$ cat src/rtl/boot_seq_pkg.sv
// Shared types for the boot sequencer: FSM state encoding and its width.
package boot_seq_pkg;

    localparam int unsigned StateWidth = 2;

    typedef enum logic [StateWidth-1:0] {
        StLoad  = 2'd0,
        StFlush = 2'd1,
        StRun   = 2'd2,
        StHalt  = 2'd3
    } boot_state_e;

endpackage

$ cat src/rtl/byte_packer.sv
// Byte-to-word packer: a lane counter plus a 32-bit little-endian assembly register.
// Unfilled lanes of the assembly register are always zero, so o_word doubles as the
// zero-padded partial word when the image ends mid-word.
module byte_packer (
    input  logic        clock,
    input  logic        reset,
    input  logic        i_accept,
    input  logic [7:0]  i_byte,
    input  logic        i_clear,
    output logic        o_word_complete,
    output logic        o_partial,
    output logic [31:0] o_word
);

    logic [1:0]  r_lane;
    logic [31:0] r_word;
    logic [1:0]  w_lane_next;
    logic [31:0] w_word_merged;

    // Merge the byte being accepted this cycle into its lane.
    always_comb begin
        w_word_merged = r_word;
        w_lane_next   = r_lane + 2'(i_accept);
        if (i_accept) begin
            w_word_merged[8*r_lane +: 8] = i_byte;
        end
        o_word_complete = i_accept && (r_lane == 2'd3);
        o_partial       = (w_lane_next != 2'd0);
        o_word          = w_word_merged;
    end

    // Lane counter and assembly register; cleared once a word is handed off.
    always_ff @(posedge clock) begin
        if (reset || i_clear) begin
            r_lane <= 2'd0;
            r_word <= 32'd0;
        end else if (i_accept) begin
            r_lane <= w_lane_next;
            r_word <= o_word_complete ? 32'd0 : w_word_merged;
        end
    end

endmodule

$ cat src/rtl/boot_sequencer.sv
// Boot sequencer: loads a byte-stream program image into instruction memory while
// holding the core in reset, then runs the core for a bounded window and halts it.
// Optional feature macro: BOOT_SEQ_PARTIAL_WORD_EN (flush a trailing partial word,
// zero-padded, instead of discarding it).
module boot_sequencer
    import boot_seq_pkg::*;
#(
    parameter int unsigned IMEM_DEPTH = 256,
    parameter int unsigned RUN_CYCLES = 300
) (
    input  logic                              clock,
    input  logic                              reset,
    input  logic                              byte_valid,
    input  logic [7:0]                        byte_data,
    output logic                              byte_ready,
    input  logic                              load_done,
    input  logic                              halt_req,
    output logic                              imem_we,
    output logic [31:0]                       imem_addr,
    output logic [31:0]                       imem_wdata,
    output logic                              cpu_reset,
    output logic                              cpu_enable,
    output logic                              halted,
    output logic [$clog2(IMEM_DEPTH+1)-1:0]   words_loaded,
    output logic [$clog2(RUN_CYCLES+1)-1:0]   cycle_count
);

    localparam int unsigned WlWidth = $clog2(IMEM_DEPTH + 1);
    localparam int unsigned CcWidth = $clog2(RUN_CYCLES + 1);
    localparam logic [WlWidth-1:0] WlFull = WlWidth'(IMEM_DEPTH);
    localparam logic [CcWidth-1:0] CcLast = CcWidth'(RUN_CYCLES - 1);

    boot_state_e        r_state;
    boot_state_e        w_state_next;
    logic [WlWidth-1:0] r_words_loaded;
    logic [CcWidth-1:0] r_cycle_count;
    logic               r_imem_we;
    logic [31:0]        r_imem_addr;
    logic [31:0]        r_imem_wdata;

    logic        w_full;
    logic        w_byte_ready;
    logic        w_accept;
    logic        w_load_end;
    logic        w_word_complete;
    logic        w_partial;
    logic [31:0] w_packed_word;
    logic        w_flush_write;
    logic        w_do_write;

    assign w_full       = (r_words_loaded == WlFull);
    assign w_byte_ready = (r_state == StLoad) && !w_full;
    assign w_accept     = byte_valid && w_byte_ready;
    assign w_load_end   = (r_state == StLoad) && load_done;

    byte_packer u_byte_packer (
        .clock           (clock),
        .reset           (reset),
        .i_accept        (w_accept),
        .i_byte          (byte_data),
        .i_clear         (w_load_end),
        .o_word_complete (w_word_complete),
        .o_partial       (w_partial),
        .o_word          (w_packed_word)
    );

`ifdef BOOT_SEQ_PARTIAL_WORD_EN
    // Trailing bytes (including one accepted alongside load_done) become a padded word.
    assign w_flush_write = w_load_end && w_partial && !w_full;
`else
    assign w_flush_write = 1'b0;
`endif

    // A same-cycle full word and partial flush cannot coincide: completion empties the packer.
    assign w_do_write = (w_accept && w_word_complete) || w_flush_write;

    // Next-state decode.
    always_comb begin
        w_state_next = r_state;
        unique case (r_state)
            StLoad:  if (load_done) w_state_next = StFlush;
            StFlush: w_state_next = StRun;
            StRun:   if (halt_req || (r_cycle_count == CcLast)) w_state_next = StHalt;
            StHalt:  w_state_next = StHalt;
            default: w_state_next = StLoad;
        endcase
    end

    // State register.
    always_ff @(posedge clock) begin
        if (reset) begin
            r_state <= StLoad;
        end else begin
            r_state <= w_state_next;
        end
    end

    // Write port, load counter and run-window counter.
    always_ff @(posedge clock) begin
        if (reset) begin
            r_words_loaded <= '0;
            r_cycle_count  <= '0;
            r_imem_we      <= 1'b0;
            r_imem_addr    <= 32'd0;
            r_imem_wdata   <= 32'd0;
        end else begin
            r_imem_we <= w_do_write;
            if (w_do_write) begin
                r_imem_addr    <= 32'(r_words_loaded) << 2;
                r_imem_wdata   <= w_packed_word;
                r_words_loaded <= r_words_loaded + 1'b1;
            end
            // halt_req freezes the count at the cycle it was seen in.
            if ((r_state == StRun) && !halt_req) begin
                r_cycle_count <= r_cycle_count + 1'b1;
            end
        end
    end

    assign byte_ready   = w_byte_ready;
    assign imem_we      = r_imem_we;
    assign imem_addr    = r_imem_addr;
    assign imem_wdata   = r_imem_wdata;
    assign cpu_reset    = (r_state == StLoad) || (r_state == StFlush);
    assign cpu_enable   = (r_state == StRun);
    assign halted       = (r_state == StHalt);
    assign words_loaded = r_words_loaded;
    assign cycle_count  = r_cycle_count;

endmodule

$ cat config.mk
export PLATFORM = sky130hd
export DESIGN_NAME = boot_sequencer
export DESIGN_NICKNAME = d
export VERILOG_FILES = /design/src/rtl/boot_seq_pkg.sv /design/src/rtl/byte_packer.sv /design/src/rtl/boot_sequencer.sv
export SDC_FILE = /design/constraint.sdc
export NUM_CORES = 1
export LEC_CHECK = 0
export ABC_AREA = 1
export CAP_MARGIN = 20
export CELL_PAD_IN_SITES_DETAIL_PLACEMENT = 0
export CELL_PAD_IN_SITES_GLOBAL_PLACEMENT = 1
export CORE_AREA = 8 8 151 97
export CTS_CLUSTER_SIZE = 16
export DETAILED_ROUTE_END_ITERATION = 16
export DIE_AREA = 0 0 159 105
export PLACE_DENSITY_LB_ADDON = 0.2
export SYNTH_ARGS = -nofsm -noshare
export SYNTH_HDL_FRONTEND = slang
export SYNTH_SLANG_ARGS = --single-unit
$ cat constraint.sdc
create_clock -name clock -period 3.04 [get_ports clock]
set_clock_uncertainty 0.2 [all_clocks]
set_input_delay 0.304 -clock clock [delete_from_list [all_inputs] [get_ports clock]]
set_output_delay 0.304 -clock clock [all_outputs]
set_load 0.01 [all_outputs]
==> flow_metrics.env <==
export IMPL_status="finished clean"
export IMPL_die_y_um=105
export IMPL_rsz0062_at_grt="false"
export IMPL_grt_pass1_vias=3616
export IMPL_fp_dieW_um=159
export IMPL_yosys_area_top_type="dfxtp_1"
export IMPL_layout_cells_non_filler=848
export IMPL_syn_avg_cell_area_um2=6.95
export IMPL_grt_max_degree=41
export IMPL_area_growth_pct=27.0
export IMPL_synth_seq_cells=88
export IMPL_synth_area_um2=4230
export IMPL_ant_nets=0
export IMPL_drt_iter0_drc=161
export IMPL_dp_cells=832
export IMPL_crit_fanout=6
export IMPL_maxSlewHeadroom=0.615
export IMPL_path_clk_slew_ns=0.07
export IMPL_worst_slew_pin_slew_ns=0.578
export IMPL_die_area_um2=16700
export IMPL_grt_overflow_total=0
export IMPL_layout_drive_gt1_share=0.0634
export IMPL_cp_end_kind="output pin"
export IMPL_start_util=0.341
export IMPL_leakage_nw=2.15
export IMPL_wl_per_cell_um=13.4
export IMPL_fin_setup_tns_ns=0
export IMPL_r2r_slack_ns=0.66
export IMPL_ys_seq_area_frac=0.416
export IMPL_setup_viol=0
export IMPL_dr_pass1_iters=6
export IMPL_post_drt_via_cell_ratio=4.53
export IMPL_crit_type="flip-flop to output pin"
export IMPL_io_buffers=76
export IMPL_synth_cell_type_count=28
export IMPL_max_cap_viol_count=0
export IMPL_io_pins=100
export IMPL_syn_inst=609
export IMPL_grtUsageTotal=0.137
export IMPL_drc=0
export IMPL_antennaDiodeCount=0
export IMPL_min_delay_path_depth=2
export IMPL_globalplace_congestion=0.775
export IMPL_cts_resized=0
export IMPL_drv_slew=0
export IMPL_arrival_ns=1.94
export IMPL_crit_required_ns=2.54
export IMPL_nets=695
export IMPL_yosysTopAreaCellShare=0.416
export IMPL_worstSkewPairLatency_ns=0.34
export IMPL_hold_violations=0
export IMPL_synth_area_top_cells="dfxtp_1, nand2_1, nor2_1"
export IMPL_postCtsSetupRepairBufs=0
export IMPL_register_area_um2=1760
export IMPL_htree_levels=3
export IMPL_p_per_area_nw_per_um2=513
export IMPL_cts_tree="done"
export IMPL_cts_buffer_depth=2
export IMPL_grt_first_pass_wirelength_mm=19.1
export IMPL_antenna_found_initial=0
export IMPL_hp_class="flip-flop to flip-flop"
export IMPL_rows=32
export IMPL_yosysWarningCount=0
export IMPL_fillers=1287
export IMPL_post_dp_hpwl_mm=8.43
export IMPL_cts_buffers_inserted=9
export IMPL_layout_common_cells="nand2_1, dfxtp_1, clkdlybuf4s50_1, nor2_1, inv_1"
export IMPL_vdd_drop_max_mv=0.286
export IMPL_num_vias=3839
export IMPL_period_needed_ns=2.44
export IMPL_start_kind="flip-flop"
export IMPL_routed_wirelength_mm=11.3
export IMPL_clock_sinks=88
export IMPL_final_common_cell="nand2_1"
export IMPL_max_freq_mhz=409
export IMPL_worst_r2r_cell_count=9
export IMPL_hold_buffers=0
export IMPL_final_period_utilization=0.804
export IMPL_cts_root_buf="clkbuf_16"
export IMPL_core_area_um2=12400
export IMPL_multi_input_area_um2=1980
-- synth_stat cells --
cell	n
inv_1	63
buf_4	26
dfxtp_1	88
clkbuf_1	10
nor3_1	10
o22ai_1	14
nand2_4	1
nand4_1	11
nand3_4	1
nor2_1	72
ha_1	9
buf_2	18
o21ai_1	1
o21ai_0	34
nand3_1	19
inv_2	4
nand2_1	162
xor2_1	7
a21boi_0	2
xnor2_1	1
conb_1	1
a21oi_1	41
nand4_2	1
o21ai_2	5
nand2_2	2
nor4_1	1
nor3b_1	1
nor2_2	4
-- report_power, final --
group / switching, mW / internal (mW) / total [mW]
logic: 0.198 / 0.0936 / 0.291
clock network: 0.467 / 0.806 / 1.27
registers: 0.0113 / 1.18 / 1.19
-- layer usage --
layer	GRT usage	up-vias	part of all wire	wire, µm
met5	0	-	0	0
met4	0.0295	0	0.0078	89
met3	0.0443	8	0.053	605
met2	0.207	81	0.44	5000
met1	0.186	1754	0.50	5640
li1	-	1996	-	-
-- registers in the layout (all words and copies together) (netlist names) --
| signal | flops |
|---|---|
| r_state | 2 |
| u_byte_packer.r_word | 24 |
| imem_wdata | 32 |
| words_loaded | 9 |
| cycle_count | 9 |
| u_byte_packer.r_lane | 2 |
| imem_addr | 9 |
| imem_we | 1 |
-- layout make-up --
cell class,instances,share of cell area
Clock inverter,7,0.0219
Tap cell,170,0.0396
Multi-Input combinational cell,422,0.368
Timing Repair Buffer,85,0.154
Clock buffer,9,0.0419
Inverter,67,0.0468
Sequential cell,88,0.328
-- critical path, stage by stage (launching register included) --
cell and delay [ns]:
dfxtp_1 0.42, inv_1 0.08, ha_1 0.20, nand2_1 0.06, nor2_1 0.05, a21boi_0 0.21
clkdlybuf4s50_1 0.58
-- kinds of logic after synthesis --
| kind of cell | Yosys count | synth area share |
|---|---|---|
| other | 1 | 0.000886 |
| buffers and inverters | 121 | 0.136 |
| flip-flops | 88 | 0.416 |
| adder cells (fa/ha/maj) | 9 | 0.0266 |
| AO/OA/AOI/OAI | 97 | 0.124 |
| AND/OR/NAND/NOR | 285 | 0.280 |
| XOR/XNOR | 8 | 0.0165 |
-- worst paths after layout --
| path | from | end |
|---|---|---|
| setup / recovery | words_loaded[0]$_SDFFE_PP0P_ | byte_ready |
| hold / removal | imem_addr[5]$_SDFFE_PP0P_ | imem_addr[5]$_SDFFE_PP0P_ |
| setup reg to reg | u_byte_packer.r_lane[1]$_SDFFE_PP0P_ | u_byte_packer.r_word[8]$_SDFFE_PP0P_ |
| hold reg to reg | imem_addr[5]$_SDFFE_PP0P_ | imem_addr[5]$_SDFFE_PP0P_ |
-- stage by stage --
step           utilization  instance area, µm²  hold slack (ns)  power (mW)  setup WS, ns
3_3_place_gp         0.406                5030            0.253        1.50         0.681
2_1_floorplan            -                4320            0.244        1.44         0.874
3_5_place_dp         0.406                5030            0.255        1.51         0.681
6_report             0.433                5380            0.263        2.76         0.595
5_1_grt              0.433                5380            0.293        2.90         0.404
4_1_cts              0.433                5380            0.266        2.80         0.546
No activity file was read; power rests on OpenSTA's default activity.
